**src/rtl/time_keeper_pkg.sv**
```systemverilog
// Shared types, field limits and the wrap-around step used when editing a field.
package time_keeper_pkg;

  typedef enum logic [1:0] {
    SEL_HOURS = 2'b00,
    SEL_MIN   = 2'b01,
    SEL_SEC   = 2'b10,
    SEL_NONE  = 2'b11
  } field_sel_t;

  localparam int HOURS_W = 5;
  localparam int MS_W    = 6;

  localparam logic [MS_W-1:0] HOURS_MAX = 6'd23;
  localparam logic [MS_W-1:0] MIN_MAX   = 6'd59;
  localparam logic [MS_W-1:0] SEC_MAX   = 6'd59;

  // Increment or decrement one field modulo (max+1), with no carry out.
  function automatic logic [MS_W-1:0] step_field(input logic [MS_W-1:0] value,
                                                  input logic [MS_W-1:0] max,
                                                  input logic            up);
    if (up) return (value == max) ? '0 : value + 1'b1;
    else    return (value == '0) ? max : value - 1'b1;
  endfunction

endpackage

```
**src/rtl/button_debounce.sv**
```systemverilog
// Synchronizes and debounces one active-low key, emitting a one-cycle press pulse.
// With TIME_KEEPER_AUTO_REPEAT_EN defined, a held key also auto-repeats while repeat_en is high.
module button_debounce #(
  parameter int DEBOUNCE_CYCLES = 500_000
`ifdef TIME_KEEPER_AUTO_REPEAT_EN
  ,
  parameter int REPEAT_CYCLES   = 12_500_000
`endif
) (
  input  logic clk,
  input  logic reset,
  input  logic key_n,
`ifdef TIME_KEEPER_AUTO_REPEAT_EN
  input  logic repeat_en,
`endif
  output logic level,
  output logic press
);

  localparam int DB_W = $clog2(DEBOUNCE_CYCLES + 1);
  localparam logic [DB_W-1:0] DB_LAST = DB_W'(DEBOUNCE_CYCLES - 1);

  logic [1:0]      sync_reg;
  logic [DB_W-1:0] db_cnt_reg;
  logic            level_reg;
  logic            press_reg;
  logic            pressed_sync;
  logic            flip;

  assign pressed_sync = ~sync_reg[1];
  assign flip         = (pressed_sync != level_reg) && (db_cnt_reg == DB_LAST);

  // Synchronizer resets to the released level so reset never looks like a press.
  always_ff @(posedge clk) begin
    if (reset) begin
      sync_reg   <= 2'b11;
      db_cnt_reg <= '0;
      level_reg  <= 1'b0;
    end else begin
      sync_reg <= {sync_reg[0], key_n};
      if (pressed_sync == level_reg) begin
        db_cnt_reg <= '0;
      end else if (flip) begin
        db_cnt_reg <= '0;
        level_reg  <= ~level_reg;
      end else begin
        db_cnt_reg <= db_cnt_reg + DB_W'(1);
      end
    end
  end

`ifdef TIME_KEEPER_AUTO_REPEAT_EN
  localparam int RP_W = $clog2(2 * REPEAT_CYCLES + 1);
  localparam logic [RP_W-1:0] RP_FIRST = RP_W'(2 * REPEAT_CYCLES - 1);
  localparam logic [RP_W-1:0] RP_NEXT  = RP_W'(REPEAT_CYCLES - 1);

  logic [RP_W-1:0] rp_cnt_reg;
  logic            rp_phase_reg;
  logic            held;
  logic            rp_fire;

  // Repeating stops as soon as the synchronized key shows release.
  assign held    = repeat_en & level_reg & pressed_sync;
  assign rp_fire = held && (rp_cnt_reg == (rp_phase_reg ? RP_NEXT : RP_FIRST));

  always_ff @(posedge clk) begin
    if (reset) begin
      press_reg    <= 1'b0;
      rp_cnt_reg   <= '0;
      rp_phase_reg <= 1'b0;
    end else begin
      press_reg <= (flip & ~level_reg) | rp_fire;
      if (!held) begin
        rp_cnt_reg   <= '0;
        rp_phase_reg <= 1'b0;
      end else if (rp_fire) begin
        rp_cnt_reg   <= '0;
        rp_phase_reg <= 1'b1;
      end else begin
        rp_cnt_reg <= rp_cnt_reg + RP_W'(1);
      end
    end
  end
`else
  always_ff @(posedge clk) begin
    if (reset) press_reg <= 1'b0;
    else       press_reg <= flip & ~level_reg;
  end
`endif

  assign level = level_reg;
  assign press = press_reg;

endmodule

```
**src/rtl/time_keeper.sv**
```systemverilog
// Time-of-day counter with 1 Hz prescaler and key-driven field editing in set mode.
// Optional auto-repeat of held keys is enabled by defining TIME_KEEPER_AUTO_REPEAT_EN.
module time_keeper
  import time_keeper_pkg::*;
#(
  parameter int CLK_HZ          = 50_000_000,
  parameter int DEBOUNCE_CYCLES = 500_000,
  parameter int REPEAT_CYCLES   = 12_500_000
) (
  input  logic               clk,
  input  logic               reset,
  input  logic               on,
  input  logic               set,
  input  logic [1:0]         sethms,
  input  logic [1:0]         upDown,
  output logic [HOURS_W-1:0] hours,
  output logic [MS_W-1:0]    min,
  output logic [MS_W-1:0]    sec,
  output logic               tick
);

  localparam int PS_W = $clog2(CLK_HZ + 1);
  localparam logic [PS_W-1:0] PS_LAST = PS_W'(CLK_HZ - 1);

  logic               run;
  logic               edit;
  logic [1:0]         key_press;
  field_sel_t         sel;

  logic [PS_W-1:0]    presc_reg, presc_next;
  logic [HOURS_W-1:0] hours_reg, hours_next;
  logic [MS_W-1:0]    min_reg, min_next;
  logic [MS_W-1:0]    sec_reg, sec_next;
  logic               tick_reg, tick_next;

  assign run  = on & ~set;
  assign edit = on & set;
  assign sel  = field_sel_t'(sethms);

  genvar gi;
  generate
    for (gi = 0; gi < 2; gi++) begin : g_key
`ifdef TIME_KEEPER_AUTO_REPEAT_EN
      button_debounce #(
        .DEBOUNCE_CYCLES(DEBOUNCE_CYCLES),
        .REPEAT_CYCLES  (REPEAT_CYCLES)
      ) u_debounce (
        .clk      (clk),
        .reset    (reset),
        .key_n    (upDown[gi]),
        .repeat_en(edit),
        .level    (),
        .press    (key_press[gi])
      );
`else
      button_debounce #(
        .DEBOUNCE_CYCLES(DEBOUNCE_CYCLES)
      ) u_debounce (
        .clk  (clk),
        .reset(reset),
        .key_n(upDown[gi]),
        .level(),
        .press(key_press[gi])
      );
`endif
    end
`ifndef TIME_KEEPER_AUTO_REPEAT_EN
    // REPEAT_CYCLES only matters to the auto-repeat build.
    if (REPEAT_CYCLES < 1) begin : g_repeat_cycles_unused
    end
`endif
  endgenerate

  always_comb begin
    presc_next = presc_reg;
    hours_next = hours_reg;
    min_next   = min_reg;
    sec_next   = sec_reg;
    tick_next  = 1'b0;
    if (run) begin
      if (presc_reg == PS_LAST) begin
        presc_next = '0;
        tick_next  = 1'b1;
        if (sec_reg == SEC_MAX) begin
          sec_next = '0;
          if (min_reg == MIN_MAX) begin
            min_next   = '0;
            hours_next = (hours_reg == HOURS_W'(HOURS_MAX)) ? '0 : hours_reg + 1'b1;
          end else begin
            min_next = min_reg + 1'b1;
          end
        end else begin
          sec_next = sec_reg + 1'b1;
        end
      end else begin
        presc_next = presc_reg + PS_W'(1);
      end
    end else begin
      // Prescaler held at zero so the first second after resuming is a full one.
      presc_next = '0;
      if (edit && (key_press[0] ^ key_press[1])) begin
        case (sel)
          SEL_HOURS: hours_next = HOURS_W'(step_field({1'b0, hours_reg}, HOURS_MAX, key_press[0]));
          SEL_MIN:   min_next   = step_field(min_reg, MIN_MAX, key_press[0]);
          SEL_SEC:   sec_next   = step_field(sec_reg, SEC_MAX, key_press[0]);
          default:   ;
        endcase
      end
    end
  end

  always_ff @(posedge clk) begin
    if (reset) begin
      presc_reg <= '0;
      hours_reg <= '0;
      min_reg   <= '0;
      sec_reg   <= '0;
      tick_reg  <= 1'b0;
    end else begin
      presc_reg <= presc_next;
      hours_reg <= hours_next;
      min_reg   <= min_next;
      sec_reg   <= sec_next;
      tick_reg  <= tick_next;
    end
  end

  assign hours = hours_reg;
  assign min   = min_reg;
  assign sec   = sec_reg;
  assign tick  = tick_reg;

endmodule

```
**config.mk**
```make
export PLATFORM = sky130hd
export DESIGN_NAME = time_keeper
export DESIGN_NICKNAME = d
export VERILOG_FILES = /design/src/rtl/time_keeper_pkg.sv /design/src/rtl/button_debounce.sv /design/src/rtl/time_keeper.sv
export SDC_FILE = /design/constraint.sdc
export NUM_CORES = 1
export LEC_CHECK = 0
export BUFFER_PORTS_ARGS = -buffer_cell sky130_fd_sc_hd__buf_2
export CORE_MARGIN = 5
export CORE_UTILIZATION = 56
export CTS_CLUSTER_SIZE = 16
export DETAILED_ROUTE_END_ITERATION = 10
export PLACE_DENSITY = 0.82
export SETUP_SLACK_MARGIN = 0.4
export SYNTH_ARGS = -nofsm -noshare
export SYNTH_HDL_FRONTEND = slang
export SYNTH_SLANG_ARGS = --single-unit
```
**constraint.sdc**
```tcl
create_clock -name clk -period 4.4 [get_ports clk]
set_input_delay 0.88 -clock clk [delete_from_list [all_inputs] [get_ports clk]]
set_output_delay 0.88 -clock clk [all_outputs]
set_load 0.02 [all_outputs]
```
==> results.sh <==
export IMPL_status="finished, final reports clean"
export IMPL_wirelength_um=8860
export IMPL_crit_family="compound AO/OA/AOI/OAI gates"
export IMPL_placed_area_um2=4630
export IMPL_crit_path_cell_trace="ha_1 > and3_4 > nand4_4 > or4_4 > o31ai_2 > a21oi_1 > a311oi_1"
export IMPL_peakVddDrop_mv=0.174
export IMPL_drv_slew=0
export IMPL_synth_mux_area_frac=0.00225
export IMPL_p_leak_nw=1.65
export IMPL_crit_path_start_kind="flop"
export IMPL_stdcell_count=662
export IMPL_rsz0062_at_grt="no"
export IMPL_ant_nets=0
export IMPL_antenna_found_initial=0
export IMPL_synth_top_cell_area_share=0.405
export IMPL_syn_area_um2=4450
export IMPL_htreeDepth=3
export IMPL_path_class="flop to flop"
export IMPL_cts_sinks=90
export IMPL_worstPathArrival_ns=3.03
export IMPL_timing_slew_headroom=0.177
export IMPL_die_h_um=99.1
export IMPL_yosysSeqAreaShare=0.405
export IMPL_track_usage=0.188
export IMPL_finalNetCount=574
export IMPL_start_util=0.575
export IMPL_yosys_area_top_type="dfxtp_1"
export IMPL_cp_end_kind="flop"
export IMPL_cp_max_fo=12
export IMPL_cts_tree="yes"
export IMPL_clkSlewWorstSetupHoldPaths_ns=0.09
export IMPL_ys_seq_elements=90
export IMPL_syn_inst=537
export IMPL_place_inst=646
export IMPL_grt_max_degree=32
export IMPL_cp_depth=7
export IMPL_design_die_area_um2=9820
export IMPL_synth_edf_count=0
export IMPL_cts_resized=0
export IMPL_fp_dieW_um=99.1
export IMPL_syn_to_final_growth_pct=8.81
export IMPL_firstDrtPassIters=5
export IMPL_fin_crit_sh=0.625
export IMPL_synth_top_family_by_area="simple AND/OR/NAND/NOR gates"
export IMPL_first_global_vias=3571
export IMPL_diodes=0
export IMPL_critPathRequiredTime_ns=4.68
export IMPL_synth_compound_area_share=0.103
export IMPL_rows=32
export IMPL_num_vias=3757
export IMPL_grt_overflow=0
export IMPL_synthAdderAreaFrac=0.0310
export IMPL_wire_per_inst_um=13.4
export IMPL_hold_buffers=0
export IMPL_stdcell_area_um2=4840
export IMPL_dp_hpwl_um=6120
export IMPL_synth_avg_cell_area_um2=8.28
export IMPL_cp_slowest_cell="o31ai_2"
export IMPL_postCtsSetupBuffers=0
export IMPL_synth_main_ff_cell="dfxtp_1"
export IMPL_drive_gt1_frac=0.0964
export IMPL_synthXorXnorAreaFrac=0.128
export IMPL_gp_congestion=0.875
export IMPL_synth_cell_types=52
export IMPL_synth_simple_area_share=0.301
export IMPL_power_density_nw_per_um2=299
export IMPL_synth_warnings=0
export IMPL_cts_root_buf="clkbuf_8"
export IMPL_largest_register_ffs=38
export IMPL_setup_viol=0
export IMPL_clockBufferDepth=2
export IMPL_min_period_ns=2.75
export IMPL_final_setup_tns_ns=0
export IMPL_via_per_inst=5.68
export IMPL_io_pins=26
export IMPL_synthTopCellsByCount="nor2_1, dfxtp_1, nand2_1, xor2_1, nand3_1"
export IMPL_reg2reg_depth=7
export IMPL_synth_most_common_cell="nor2_1"
export IMPL_tightestPinTransition_ns=1.22
export IMPL_worstSkewPairLatency_ns=0.36
export IMPL_grt_pass1_wl_um=15600
export IMPL_cap_violations=0
export IMPL_whs_path_depth=1
export IMPL_numCtsBuffers=9
export IMPL_syn_nets=556
export IMPL_synth_area_top_cells="dfxtp_1, nor2_1, xor2_1"
export IMPL_cp_slowest_stage_delay_ns=0.71
export IMPL_hold_viol=0
export IMPL_fmax_mhz=364
export IMPL_cp_num_buf_inv=0
export IMPL_ys_async_sr_fraction=0
export IMPL_hold_path_class="flop to flop"
export IMPL_drcViolationCount=0
export IMPL_skew_ns=0.00511
export IMPL_core_um2=7730
export IMPL_drt_iter0_markers=219
export IMPL_port_buffers=25
path summary, 6_finish.rpt:
kind,start,end,slack [ns]
hold reg to reg,g_key[1].u_debounce.sync_reg[0],g_key[1].u_debounce.sync_reg[1],0.43
setup / recovery,presc_reg[0],min[2],1.65
setup reg to reg,presc_reg[0],min[2],1.65
hold / removal,g_key[1].u_debounce.sync_reg[0],g_key[1].u_debounce.sync_reg[1],0.43
worst reg2reg max path: stages (launching register included):
cell	delay [ns]
dfxtp_1	0.37
ha_1	0.20
and3_4	0.23
nand4_4	0.16
or4_4	0.57
o31ai_2	0.71
a21oi_1	0.15
a311oi_1	0.27
cell type report:
cell class / count / area [um2]
flip-flops and latches: 90 / 1800
well taps: 102 / 128
inverters: 12 / 45.0
fillers: 634 / 2890
repair buffers: 27 / 140
multi-input cells: 415 / 2510
clock buffers: 9 / 124
clock inverters: 7 / 86.3
cell families after synthesis:
logic type / Yosys count
adders and majority gates: 11
buffers and inverters: 32
muxes: 1
AOI/OAI and AO/OA: 70
xor gates and xnor gates: 65
and+or+nand+nor: 268
DFF: 90
layout by cell type, fill, tap and decap left out, types with 9 or more instances in the layout:
cell,n
a21oi_1,20
nand3_1,35
xnor2_1,27
nor3_1,21
dfxtp_1,90
ha_1,11
nor2_1,94
buf_2,25
clkbuf_8,9
nand2_1,47
inv_1,12
xor2_1,38
and3_1,10
o21ai_0,16
metal layers:
metal	GRT usage	vias to the layer above	wire length [um]
li1	-	1903	-
met3	0.0393	12	380
met4	0.0693	0	142
met1	0.240	1752	4060
met5	0	-	0
met2	0.314	90	4280
metrics by stage:
step / worst slack, ns / hold WS (ns) / total power, W / utilization
after floorplan: 2.04 / 0.389 / 0.000863 / -
after global placement: 1.63 / 0.394 / 0.000873 / 0.599
after detailed placement: 1.59 / 0.405 / 0.000874 / 0.599
after CTS: 1.66 / 0.429 / 0.00146 / 0.626
after global routing: 1.40 / 0.429 / 0.00150 / 0.626
final: 1.65 / 0.426 / 0.00145 / 0.626
report_power, final:
part	switching (W)	internal, W	leakage (nW)
registers	0.00000145	0.000817	0.726
logic	0.0000252	0.0000122	0.819
clock network	0.000317	0.000273	0.107
(Power assumes the default switching activity.)
